### src/rtl/usb_pkg.sv
// Shared constants for the USB receive path: word width and read-FSM encoding.
package usb_pkg;

    localparam int DATA_W = 16;

    typedef logic [0:0] rd_state_t;
    localparam rd_state_t ST_IDLE   = 1'b0;
    localparam rd_state_t ST_STREAM = 1'b1;

endpackage

### src/rtl/usb_rx_frame_buffer_if.sv
// Handshake bundle between the FX2LP reader, the frame buffer and the convolution engine.
// valid/ready: a word transfers on a cycle where valid && ready; the sender holds valid and data until then.
interface usb_rx_frame_buffer_if #(
    parameter int DATA_W = usb_pkg::DATA_W
);
    logic              in_valid;
    logic [DATA_W-1:0] in_data;
    logic              in_ready;
    logic              out_valid;
    logic [DATA_W-1:0] out_data;
    logic              out_last;
    logic              out_ready;

    // The buffer itself
    modport slave (
        input  in_valid, in_data, out_ready,
        output in_ready, out_valid, out_data, out_last
    );

    // Reader and consumer side together
    modport master (
        output in_valid, in_data, out_ready,
        input  in_ready, out_valid, out_data, out_last
    );
endinterface

### src/rtl/usb_word_ram.sv
// Circular word store: register array with combinational read, wrapping pointers and fill level.
module usb_word_ram #(
    parameter int DEPTH  = 8,
    parameter int DATA_W = 16,
    parameter int ADDR_W = $clog2(DEPTH)
) (
    input  logic              CLKOUT,
    input  logic              rst_n,
    input  logic              clear,
    input  logic              wr_en,
    input  logic [DATA_W-1:0] wr_data,
    input  logic              rd_en,
    output logic [DATA_W-1:0] rd_data,
    output logic [ADDR_W:0]   level,
    output logic              full
);

    logic [DATA_W-1:0] mem_q [DEPTH];
    logic [DATA_W-1:0] mem_d [DEPTH];
    logic [ADDR_W-1:0] wr_ptr_q, wr_ptr_d;
    logic [ADDR_W-1:0] rd_ptr_q, rd_ptr_d;
    logic [ADDR_W:0]   level_q,  level_d;

    always_comb begin
        mem_d    = mem_q;
        wr_ptr_d = wr_ptr_q;
        rd_ptr_d = rd_ptr_q;
        level_d  = level_q;
        if (clear) begin
            wr_ptr_d = '0;
            rd_ptr_d = '0;
            level_d  = '0;
        end else begin
            if (wr_en) begin
                mem_d[wr_ptr_q] = wr_data;
                wr_ptr_d        = wr_ptr_q + ADDR_W'(1);
            end
            if (rd_en) begin
                rd_ptr_d = rd_ptr_q + ADDR_W'(1);
            end
            // Simultaneous write and read leave the level unchanged
            case ({wr_en, rd_en})
                2'b10:   level_d = level_q + (ADDR_W+1)'(1);
                2'b01:   level_d = level_q - (ADDR_W+1)'(1);
                default: level_d = level_q;
            endcase
        end
    end

    always_ff @(posedge CLKOUT or negedge rst_n) begin
        if (!rst_n) begin
            mem_q    <= '{default: '0};
            wr_ptr_q <= '0;
            rd_ptr_q <= '0;
            level_q  <= '0;
        end else begin
            mem_q    <= mem_d;
            wr_ptr_q <= wr_ptr_d;
            rd_ptr_q <= rd_ptr_d;
            level_q  <= level_d;
        end
    end

    assign rd_data = mem_q[rd_ptr_q];
    assign level   = level_q;
    assign full    = (level_q == (ADDR_W+1)'(DEPTH));

endmodule

### src/rtl/usb_rx_frame_buffer.sv
// Frame buffer between the FX2LP EP2 reader and the convolution engine: stores words and
// releases them only as whole frames, with a last-word marker and one idle cycle between frames.
module usb_rx_frame_buffer
    import usb_pkg::*;
#(
    parameter int DEPTH       = 8,
    parameter int FRAME_WORDS = 4,
    parameter int ADDR_W      = $clog2(DEPTH)
) (
    input  logic                CLKOUT,
    input  logic                rst_n,
    input  logic                clear,
    usb_rx_frame_buffer_if.slave bus,
    output logic                frame_ready,
    output logic                overflow,
    output logic [ADDR_W:0]     level,
    output rd_state_t           dbg_state,
    output logic [ADDR_W:0]     dbg_frame_cnt
);

    localparam int CNT_W = (FRAME_WORDS > 1) ? $clog2(FRAME_WORDS) : 1;
    localparam logic [CNT_W-1:0] CNT_LAST = CNT_W'(FRAME_WORDS - 1);

    rd_state_t        state_q, state_d;
    logic [CNT_W-1:0] in_word_cnt_q,  in_word_cnt_d;
    logic [CNT_W-1:0] out_word_cnt_q, out_word_cnt_d;
    logic [ADDR_W:0]  frame_cnt_q,    frame_cnt_d;
    logic             overflow_q,     overflow_d;

    logic              full;
    logic              wr_en;
    logic              rd_en;
    logic              frame_complete;
    logic              frame_done;
    logic [DATA_W-1:0] rd_data;

    // clear wins over any same-cycle transfer, so neither side sees a handshake take effect
    assign wr_en          = bus.in_valid && !full && !clear;
    assign rd_en          = bus.out_valid && bus.out_ready && !clear;
    assign frame_complete = wr_en && (in_word_cnt_q == CNT_LAST);
    assign frame_done     = rd_en && bus.out_last;

    usb_word_ram #(
        .DEPTH  (DEPTH),
        .DATA_W (DATA_W),
        .ADDR_W (ADDR_W)
    ) u_ram (
        .CLKOUT  (CLKOUT),
        .rst_n   (rst_n),
        .clear   (clear),
        .wr_en   (wr_en),
        .wr_data (bus.in_data),
        .rd_en   (rd_en),
        .rd_data (rd_data),
        .level   (level),
        .full    (full)
    );

    always_comb begin
        in_word_cnt_d  = in_word_cnt_q;
        out_word_cnt_d = out_word_cnt_q;
        frame_cnt_d    = frame_cnt_q;
        overflow_d     = overflow_q;
        if (clear) begin
            in_word_cnt_d  = '0;
            out_word_cnt_d = '0;
            frame_cnt_d    = '0;
            overflow_d     = 1'b0;
        end else begin
            if (bus.in_valid && full) begin
                overflow_d = 1'b1;
            end
            if (wr_en) begin
                in_word_cnt_d = (in_word_cnt_q == CNT_LAST) ? '0 : in_word_cnt_q + CNT_W'(1);
            end
            if (rd_en) begin
                out_word_cnt_d = (out_word_cnt_q == CNT_LAST) ? '0 : out_word_cnt_q + CNT_W'(1);
            end
            case ({frame_complete, frame_done})
                2'b10:   frame_cnt_d = frame_cnt_q + (ADDR_W+1)'(1);
                2'b01:   frame_cnt_d = frame_cnt_q - (ADDR_W+1)'(1);
                default: frame_cnt_d = frame_cnt_q;
            endcase
        end
    end

    always_ff @(posedge CLKOUT or negedge rst_n) begin
        if (!rst_n) begin
            in_word_cnt_q  <= '0;
            out_word_cnt_q <= '0;
            frame_cnt_q    <= '0;
            overflow_q     <= 1'b0;
        end else begin
            in_word_cnt_q  <= in_word_cnt_d;
            out_word_cnt_q <= out_word_cnt_d;
            frame_cnt_q    <= frame_cnt_d;
            overflow_q     <= overflow_d;
        end
    end

    // Read FSM: state register
    always_ff @(posedge CLKOUT or negedge rst_n) begin
        if (!rst_n) begin
            state_q <= ST_IDLE;
        end else begin
            state_q <= state_d;
        end
    end

    // Read FSM: next state; leaving STREAM always costs one IDLE cycle before the next frame
    always_comb begin
        state_d = state_q;
        if (clear) begin
            state_d = ST_IDLE;
        end else begin
            case (state_q)
                ST_IDLE:   if (frame_cnt_q != '0) state_d = ST_STREAM;
                ST_STREAM: if (frame_done)        state_d = ST_IDLE;
                default:   state_d = ST_IDLE;
            endcase
        end
    end

    // Read FSM: outputs
    always_comb begin
        bus.out_valid = 1'b0;
        bus.out_last  = 1'b0;
        if (state_q == ST_STREAM) begin
            bus.out_valid = 1'b1;
            bus.out_last  = (out_word_cnt_q == CNT_LAST);
        end
    end

    assign bus.out_data   = rd_data;
    assign bus.in_ready   = !full;
    assign frame_ready    = (frame_cnt_q != '0);
    assign overflow       = overflow_q;
    assign dbg_state      = state_q;
    assign dbg_frame_cnt  = frame_cnt_q;

endmodule

### src/flat_wrapper.sv
// flat-port wrapper written by rule: the top's interface ports become plain ports
module usb_rx_frame_buffer_flat import usb_pkg::*;
#(
    parameter int DEPTH       = 8,
    parameter int FRAME_WORDS = 4,
    parameter int ADDR_W      = $clog2(DEPTH)
)
  (CLKOUT, rst_n, clear, frame_ready, overflow, level, dbg_state, dbg_frame_cnt, bus_in_valid, bus_in_data, bus_out_ready, bus_in_ready, bus_out_valid, bus_out_data, bus_out_last);
  usb_rx_frame_buffer_if #(.DATA_W(DATA_W)) bus_i ();
  input  logic CLKOUT;
  input  logic rst_n;
  input  logic clear;
  output logic frame_ready;
  output logic overflow;
  output logic [ADDR_W:0] level;
  output rd_state_t dbg_state;
  output logic [ADDR_W:0] dbg_frame_cnt;
  input wire logic [$bits(bus_i.in_valid)-1:0] bus_in_valid;
  input wire logic [$bits(bus_i.in_data)-1:0] bus_in_data;
  input wire logic [$bits(bus_i.out_ready)-1:0] bus_out_ready;
  output wire logic [$bits(bus_i.in_ready)-1:0] bus_in_ready;
  output wire logic [$bits(bus_i.out_valid)-1:0] bus_out_valid;
  output wire logic [$bits(bus_i.out_data)-1:0] bus_out_data;
  output wire logic [$bits(bus_i.out_last)-1:0] bus_out_last;
  assign bus_i.in_valid = bus_in_valid;
  assign bus_i.in_data = bus_in_data;
  assign bus_i.out_ready = bus_out_ready;
  assign bus_in_ready = bus_i.in_ready;
  assign bus_out_valid = bus_i.out_valid;
  assign bus_out_data = bus_i.out_data;
  assign bus_out_last = bus_i.out_last;
  usb_rx_frame_buffer #(.DEPTH(DEPTH), .FRAME_WORDS(FRAME_WORDS), .ADDR_W(ADDR_W)) u_core (.CLKOUT(CLKOUT), .rst_n(rst_n), .clear(clear), .bus(bus_i), .frame_ready(frame_ready), .overflow(overflow), .level(level), .dbg_state(dbg_state), .dbg_frame_cnt(dbg_frame_cnt));
endmodule
### config.mk
export PLATFORM = sky130hd
export DESIGN_NAME = usb_rx_frame_buffer_flat
export DESIGN_NICKNAME = d
export VERILOG_FILES = /design/src/rtl/usb_pkg.sv /design/src/rtl/usb_rx_frame_buffer_if.sv /design/src/rtl/usb_word_ram.sv /design/src/rtl/usb_rx_frame_buffer.sv /design/src/flat_wrapper.sv
export SDC_FILE = /design/constraint.sdc
export NUM_CORES = 1
export LEC_CHECK = 0
export CAP_MARGIN = 20
export CELL_PAD_IN_SITES_DETAIL_PLACEMENT = 1
export CELL_PAD_IN_SITES_GLOBAL_PLACEMENT = 1
export CORE_ASPECT_RATIO = 2
export CORE_UTILIZATION = 25
export DETAILED_ROUTE_END_ITERATION = 10
export PLACE_DENSITY = 0.47
export SLEW_MARGIN = 10
export SYNTH_ARGS = -nofsm -noshare
export SYNTH_HDL_FRONTEND = slang
export SYNTH_SLANG_ARGS = --single-unit
### constraint.sdc
create_clock -name CLKOUT -period 3.55 [get_ports CLKOUT]
set_clock_uncertainty 0.05 [all_clocks]
set_input_delay 0.71 -clock CLKOUT [delete_from_list [all_inputs] [get_ports CLKOUT]]
set_output_delay 0.71 -clock CLKOUT [all_outputs]
set_load 0.02 [all_outputs]
==> metrics.md, run 1 <==
| Metric | Value |
|---|---|
| Crit path DAT | between 2000 and 2500 ps |
| Fin Hold WS | roughly 300 ps |
| Power per standard cell area | around 530 mW/mm^2 |
| Status | finished clean |
| Hold Path Class | input pin to asynchronous set/reset pin |
| Die ar. | between 0.02 and 0.03 sq mm |
| Fmax | ~310 MHz |
| Yosys reg bits | between 100 and 150 |
| Post-CTS setup buffer count | 0 |
| Synthesized area per cell | approximately 15 sq um |
| Critical Path End Type | output pin |
| First-pass GRT wire length | a little under 30,000 um |
| Die Span Y | between 200 and 250 um |
| # resized after CTS | 0 |
| H-tree levels | 4 |
| Library cells used by synthesis | 44 |
| Chip width | between 100 and 150 um |
| Cells on worst reg2reg path | 9 |
| Startpoint types | flop |
| Worst Max-Slew Pin Slew | about 1000 ps |
| WP buf/inv | 2 |
| CTS Buf Count | 17 |
| Clock slew at reported path FFs | roughly 60 ps |
| CTS tree | built |
| Largest net degree at the start of global routing | between 90 and 100 |
| Synthesized instance count | around 460 |
| Unrepaired setup endpoints after global routing | no |
| 1st-pass router iterations | 4 |
| Total clock sinks | 148 |
| Syn Nets | a little under 500 |
| FF-to-FF setup slack | 800 ps |
| I/O pin count | 51 |
| Hold Fails Final Rpt | 0 |
| CTS Hold Bufs | 0 |
| Commonest cells post-synth | 148 x dfrtp_1, 112 x mux2_2, 32 x mux4_2 |
| Max Slew Vio Count | 0 |
| Cell taking the most area after synthesis | dfrtp_1 |
| Overall routing resource usage | 14.0% |
| Vias | a little over 4,000 |
| Slowest cell on crit path | clkdlybuf4s50_1 |
| Final ANT Viol Nets | 0 |
| Reg2reg start | u_core.u_ram.level[1] |
| Max_slew headroom | ~33% |
| Fillers | slightly below 3,000 |
| DR WL/cell | between 20 and 25 um |
| DRT iter0 DRCs | approximately 120 |
| Period utilisation layout | roughly 90% |
| Post-Syn Area | around 0.007 sq mm |
| LEAKAGE | approximately 3.8 nW |
| Fin crit period | 3220 ps |
| Crit Path Category | flop to output pin |
| Worst-skew pair later-pin latency | 430 ps |
| Core area | 0.0275 sq mm |
| Sequential-to-total area share from yosys stat | between 50% and 60% |
| Ranking of synthesized cells by area | dfrtp_1 53%, mux2_2 18%, mux4_2 10% |
| DRC | 0 |
| Routability cong. | between 0.6 and 0.7 |
| Max rail drop VDD | 0.324 mV |
| Grt ovf | 0 |
| Synth Warn # | 0 |
| Cell Rows | between 80 and 90 |
| Dpl hpwl | 11,600 um |
| Max-cap violations | 0 |
| Number of synthesized flops with an enable pin | 0 |
| Async set-reset flop share out of synthesis | 100% |
| CTS Root Cell | clkbuf_16 |
| R2r endpoint | u_core.dbg_frame_cnt[3] |
| # diodes | 0 |
| Buffers on Ports | 50 |
| Largest stage delay, worst path | around 560 ps |
| Maximum root-to-sink buffer count | 2 |
| Share of layout cells above drive strength 1 | 41.8% |
| Initial antenna violation count | 0 |
| Worst-path maximum fanout | 20 |
| Post-synth top area share | around 53% |
| Dominant synthesized flop cell | dfrtp_1 |
| Setup violators final | 0 |
| Cell Chain, Critical Path | buf_12, mux4_2, mux2_2, clkdlybuf4s50_1 |
| Area grow syn2layout | 22.3% |
| WL final | 18,100 um |
| Via density | 4.59 |
| Number of global-route vias before repair | roughly 4,700 |
| Family with the most delay on the worst path | multiplexers |
| # nets final | 546 |
| CP required | about 2800 ps |
| Setup tns final | 0 ps |
| Most common cell in the netlist | dfrtp_1 |
| Starting density of the core | between 20% and 30% |
[registers in the layout, indices dropped and copies added (netlist names)]
signal and flops:
u_core.out_word_cnt_q 2, u_core.u_ram.rd_ptr_q 3, u_core.u_ram.level 4, u_core.dbg_state 1, u_core.in_word_cnt_q 2, u_core.u_ram.mem_q 128, u_core.dbg_frame_cnt 4, u_core.u_ram.wr_ptr_q 3
u_core.overflow 1
[placed cells by master (no fill, tap or decap), types with 10 or more instances in the layout]
cell	instances
dfrtp_1	147
mux2_1	22
mux2_4	11
nor2_1	20
buf_4	16
clkdlybuf4s50_1	49
clkbuf_16	17
mux4_2	32
nand2_1	10
mux2_2	112
[routing by layer]
| layer | vias to the layer above | track usage, % | wire [um] |
|---|---|---|---|
| met5 | - | 0 | 0 |
| met4 | 0 | 4.60 | 268 |
| met3 | 14 | 3.51 | 462 |
| met2 | 49 | 25.7 | 10300 |
| met1 | 2172 | 15.6 | 7020 |
| li1 | 1792 | - | - |
[how the worst max path moves through the flow]
stage                                         from                 endpoint  slack [ps]  cells after the start
after floorplan              u_core.u_ram.level[1]    u_core.u_ram.level[3]         870                     10
after global placement               bus_out_ready  u_core.dbg_frame_cnt[3]         610                      9
after detailed placement             bus_out_ready  u_core.dbg_frame_cnt[3]         440                      9
after CTS                 u_core.u_ram.rd_ptr_q[0]          bus_out_data[2]         260                      4
after global routing      u_core.u_ram.rd_ptr_q[0]          bus_out_data[2]         210                      4
final                     u_core.u_ram.rd_ptr_q[0]          bus_out_data[2]         330                      4
[per-stage QoR]
step / util, % / setup slack [ps] / cells / area (sq um) / power, W
after global placement: 29.0 / 611 / 849 / 7990 / 0.00280
after floorplan: - / 870 / 455 / 6990 / 0.00252
final: 31.0 / 331 / 878 / 8540 / 0.00454
after detailed placement: 29.0 / 436 / 849 / 7990 / 0.00285
after CTS: 31.0 / 256 / 878 / 8540 / 0.00463
after global routing: 31.0 / 214 / 878 / 8540 / 0.00477
[kinds of logic after synthesis]
logic type                 count (synthesis)  share of synthesized area [%]
and+or+nand+nor                           57                           4.60
buffers and inverters                     32                           2.49
DFF                                      148                           53.0
adders and majority gates                 10                           1.86
xor gates and xnor gates                  12                           1.61
AOI/OAI and AO/OA                         15                           1.61
muxes                                    181                           34.8
[report_power, final]
| part | switching, W | internal [W] |
|---|---|---|
| clock | 0.000708 | 0.00103 |
| sequential | 0.000135 | 0.00194 |
| combinational | 0.000297 | 0.000429 |
| total | 0.00114 | 0.00340 |
[worst reg2reg max path: cells and delay by family (launching register included)]
| family | cells | cell delay [ps] |
|---|---|---|
| simple gates | 4 | 1060 |
| flops | 1 | 510 |
| xor+xnor | 1 | 140 |
| fa+ha+maj | 1 | 340 |
| compound gates | 3 | 530 |
[layout make-up]
type                    instances  area [sq um]  area share [%]
well taps                     352           440            5.15
clock inverters                10           111            1.30
multi-input cells             275          3110            36.4
flip-flops and latches        148          3700            43.4
clock buffers                  19           443            5.18
repair buffers                 71           722            8.45
inverters                       3          11.3           0.132
Power figures use the tool's default switching activity.
==> run 2, diff against run 1 <==
- GPL_TIMING_DRIVEN: not set -> 0
- SKIP_LAST_GASP: not set -> 1
==> run 2 against run 1 <==
Effect of this change: setup slack worse by 190 ps; combinational power down 0.6%; via count unchanged; clock-buffer cell count rose by 3; critical path depth unchanged; worst hold slack got worse by 160 ps; sequential power is essentially flat; die area unchanged.
==> metrics.md, run 2 (synthesized netlist as in run 1, its figures left out) <==
| Metric | Value |
|---|---|
| Status | finished clean (unchanged) |
| Crit path DAT | 2650 ps (was 2460 ps) |
| Overall routing resource usage | 13.8% (was 14.0%) |
| Cell Chain, Critical Path | buf_4, mux4_2, mux2_2, clkdlybuf4s50_1 (was buf_12, mux4_2, mux2_2, clkdlybuf4s50_1) |
| WP buf/inv | 2 (unchanged) |
| Slowest cell on crit path | mux4_2 (was clkdlybuf4s50_1) |
| DRT iter0 DRCs | 132 (was 121) |
| Routability cong. | 0.715 (was 0.680) |
| Share of layout cells above drive strength 1 | 41.5% (was 41.8%) |
| LEAKAGE | 3.83 nW (was 3.81 nW) |
| Worst-path maximum fanout | 10 (was 20) |
| # diodes | 0 (unchanged) |
| Final ANT Viol Nets | 0 (unchanged) |
| Chip width | 120 um (unchanged) |
| Core area | 0.0275 sq mm (unchanged) |
| Starting density of the core | 25.4% (unchanged) |
| Cell Rows | 86 (unchanged) |
| CTS Buf Count | 17 (unchanged) |
| Most frequent cells in the layout | 147 x dfrtp_1, 112 x mux2_2, 48 x clkdlybuf4s50_1 (was 147 x dfrtp_1, 112 x mux2_2, 49 x clkdlybuf4s50_1) |
| Power per standard cell area | 548 mW/mm^2 (was 531 mW/mm^2) |
| Initial antenna violation count | 0 (unchanged) |
| WL final | 17,700 um (was 18,100 um) |
| 1st-pass router iterations | 4 (unchanged) |
| # nets final | 551 (was 546) |
| Number of global-route vias before repair | 4,756 (was 4,740) |
| First-pass GRT wire length | 28,700 um (was 29,200 um) |
| Utilization after layout | 31.2% (was 31.0%) |
| H-tree levels | 4 (unchanged) |
| Maximum root-to-sink buffer count | 2 (unchanged) |
| Largest net degree at the start of global routing | 102 (was 99) |
| Total clock sinks | 148 (unchanged) |
| Max FFs per register | 128 (unchanged) |
| Clock slew at reported path FFs | 60 ps (about the same) |
| CP required | 2790 ps (about the same) |
| Largest stage delay, worst path | 560 ps (about the same) |
| Period utilisation layout | 95.9% (was 90.7%) |
| Commonest non-fill, non-tap cell in the layout | dfrtp_1 (unchanged) |
| Placement Cell Area | 0.00795 sq mm (was 0.00799 sq mm) |
| CTS tree | built (unchanged) |
| Dpl hpwl | 12,300 um (was 11,600 um) |
| Max Slew Vio Count | 0 (unchanged) |
| Fmax | 294 MHz (was 311 MHz) |
| Family with the most delay on the worst path | multiplexers (unchanged) |
| Area grow syn2layout | 23.0% (was 22.3%) |
| Critical Path End Type | output pin (unchanged) |
| Crit Path Category | flop to output pin (unchanged) |
| Startpoint types | flop (unchanged) |
| Largest register by flop count | u_core.u_ram.mem_q (unchanged) |
| Hold Path Class | input pin to asynchronous set/reset pin (unchanged) |
| Vias | 4,027 (unchanged) |
| Max_slew headroom | 59.5% (was 33.3%) |
| Unrepaired setup endpoints after global routing | no (unchanged) |
| Setup violators final | 0 (unchanged) |
| DR WL/cell | 20.0 um (was 20.6 um) |
| Grt ovf | 0 (unchanged) |
| Buffers on Ports | 49 (was 50) |
| Max-cap violations | 0 (unchanged) |
| Fillers | 2,952 (was 2,950) |
| I/O pin count | 51 (unchanged) |
| Max rail drop VDD | 0.249 mV (was 0.324 mV) |
| Hold Fails Final Rpt | 0 (unchanged) |
| Post-CTS setup buffer count | 0 (unchanged) |
| Worst-skew pair later-pin latency | 420 ps (was 430 ps) |
| Worst Max-Slew Pin Slew | 605 ps (was 1000 ps) |
| Via density | 4.55 (was 4.59) |
| Die ar. | 0.0287 sq mm (unchanged) |
| CTS Root Cell | clkbuf_16 (unchanged) |
| Die Span Y | 238 um (unchanged) |
| Fin area | 0.00859 sq mm (was 0.00854 sq mm) |
| Fin crit period | 3410 ps (was 3220 ps) |
| DRC | 0 (unchanged) |
-- run 2: cell types whose count changed in the layout (fill, tap and decap cells not counted) --
cell / change
buf_12: -5
buf_16: +1
buf_2: +4
buf_4: -7
buf_6: +2
buf_8: +1
bufinv_16: +2
clkbuf_1: +7
clkbuf_4: +3
clkbuf_8: +2
clkdlybuf4s15_2: +1
clkdlybuf4s50_1: -1
clkinv_2: -1
clkinvlp_4: -2
-- run 2: cell type report --
type	count	area (sq um)	area share (%)
Clock buffer	22	474	5.52
Multi-Input combinational cell	275	3110	36.2
Sequential cell	148	3700	43.1
Inverter	3	11.3	0.131
Clock inverter	9	151	1.76
Timing Repair Buffer	50	523	6.09
Buffer	26	178	2.07
Tap cell	352	440	5.12
-- run 2: worst paths after layout --
path | slack (ps) | depth (start not counted) | start | endpoint
setup / recovery | 140 | 4 | u_core.u_ram.rd_ptr_q[0] | bus_out_data[5]
hold / removal | 130 | 1 | rst_n | u_core.u_ram.mem_q[90]
setup reg to reg | 770 | 10 | u_core.u_ram.level[1] | u_core.u_ram.level[3]
hold reg to reg | 440 | 1 | u_core.u_ram.mem_q[73] | u_core.u_ram.mem_q[73]
max in group asynchronous | 2440 | 2 | rst_n | u_core.u_ram.rd_ptr_q[0]
min in group CLKOUT | 440 | 1 | u_core.u_ram.mem_q[73] | u_core.u_ram.mem_q[73]
-- run 2: timing repair --
| item | CTS | global route |
|---|---|---|
| gates cloned | 0 | 0 |
| pin swaps | 0 | 0 |
| hold buffers | 0 | 0 |
| setup endpoints to repair | 16 | 16 |
| resized for setup | 12 | 0 |
-- run 2: routing by layer --
metal,vias up,track usage [%],routed length (um)
met5,-,0,0
met4,0,5.16,295
met3,18,2.68,350
met2,46,25.7,10200
met1,2168,15.2,6880
li1,1795,-,-
-- run 2: power breakdown --
group / total [W] / internal (W) / switching (W)
Sequential: 0.00206 / 0.00194 / 0.000126
Clock: 0.00192 / 0.00123 / 0.000698
Combinational: 0.000721 / 0.000427 / 0.000295
Total: 0.00471 / 0.00359 / 0.00112
-- run 2: worst register-to-register path: cells and delay by family (launching register included) --
kind                       cells  cell delay [ps]
adders and majority gates      1              330
muxes                          1              310
DFF                            1              490
AOI/OAI and AO/OA              2              360
buffers and inverters          2              250
and+or+nand+nor                4              880
-- run 2: stage by stage --
| step | hold slack, ps | instances | setup slack [ps] | TNS, ps | power, W |
|---|---|---|---|---|---|
| floorplan | 364 | 455 | 870 | 0 | 0.00252 |
| global placement | 418 | 856 | -4390 | -645400 | 0.00279 |
| detailed placement | 430 | 857 | 73.5 | 0 | 0.00283 |
| CTS | 131 | 886 | 3.79 | 0 | 0.00480 |
| global route | 142 | 885 | 21.2 | 0 | 0.00495 |
| finish | 135 | 885 | 144 | 0 | 0.00471 |
==> run 3, diff against run 2 <==
- CTS_CLUSTER_SIZE: not set -> 30
==> results of run 3 <==
The final DEF is identical to that of run 2; final timing and power are the same.
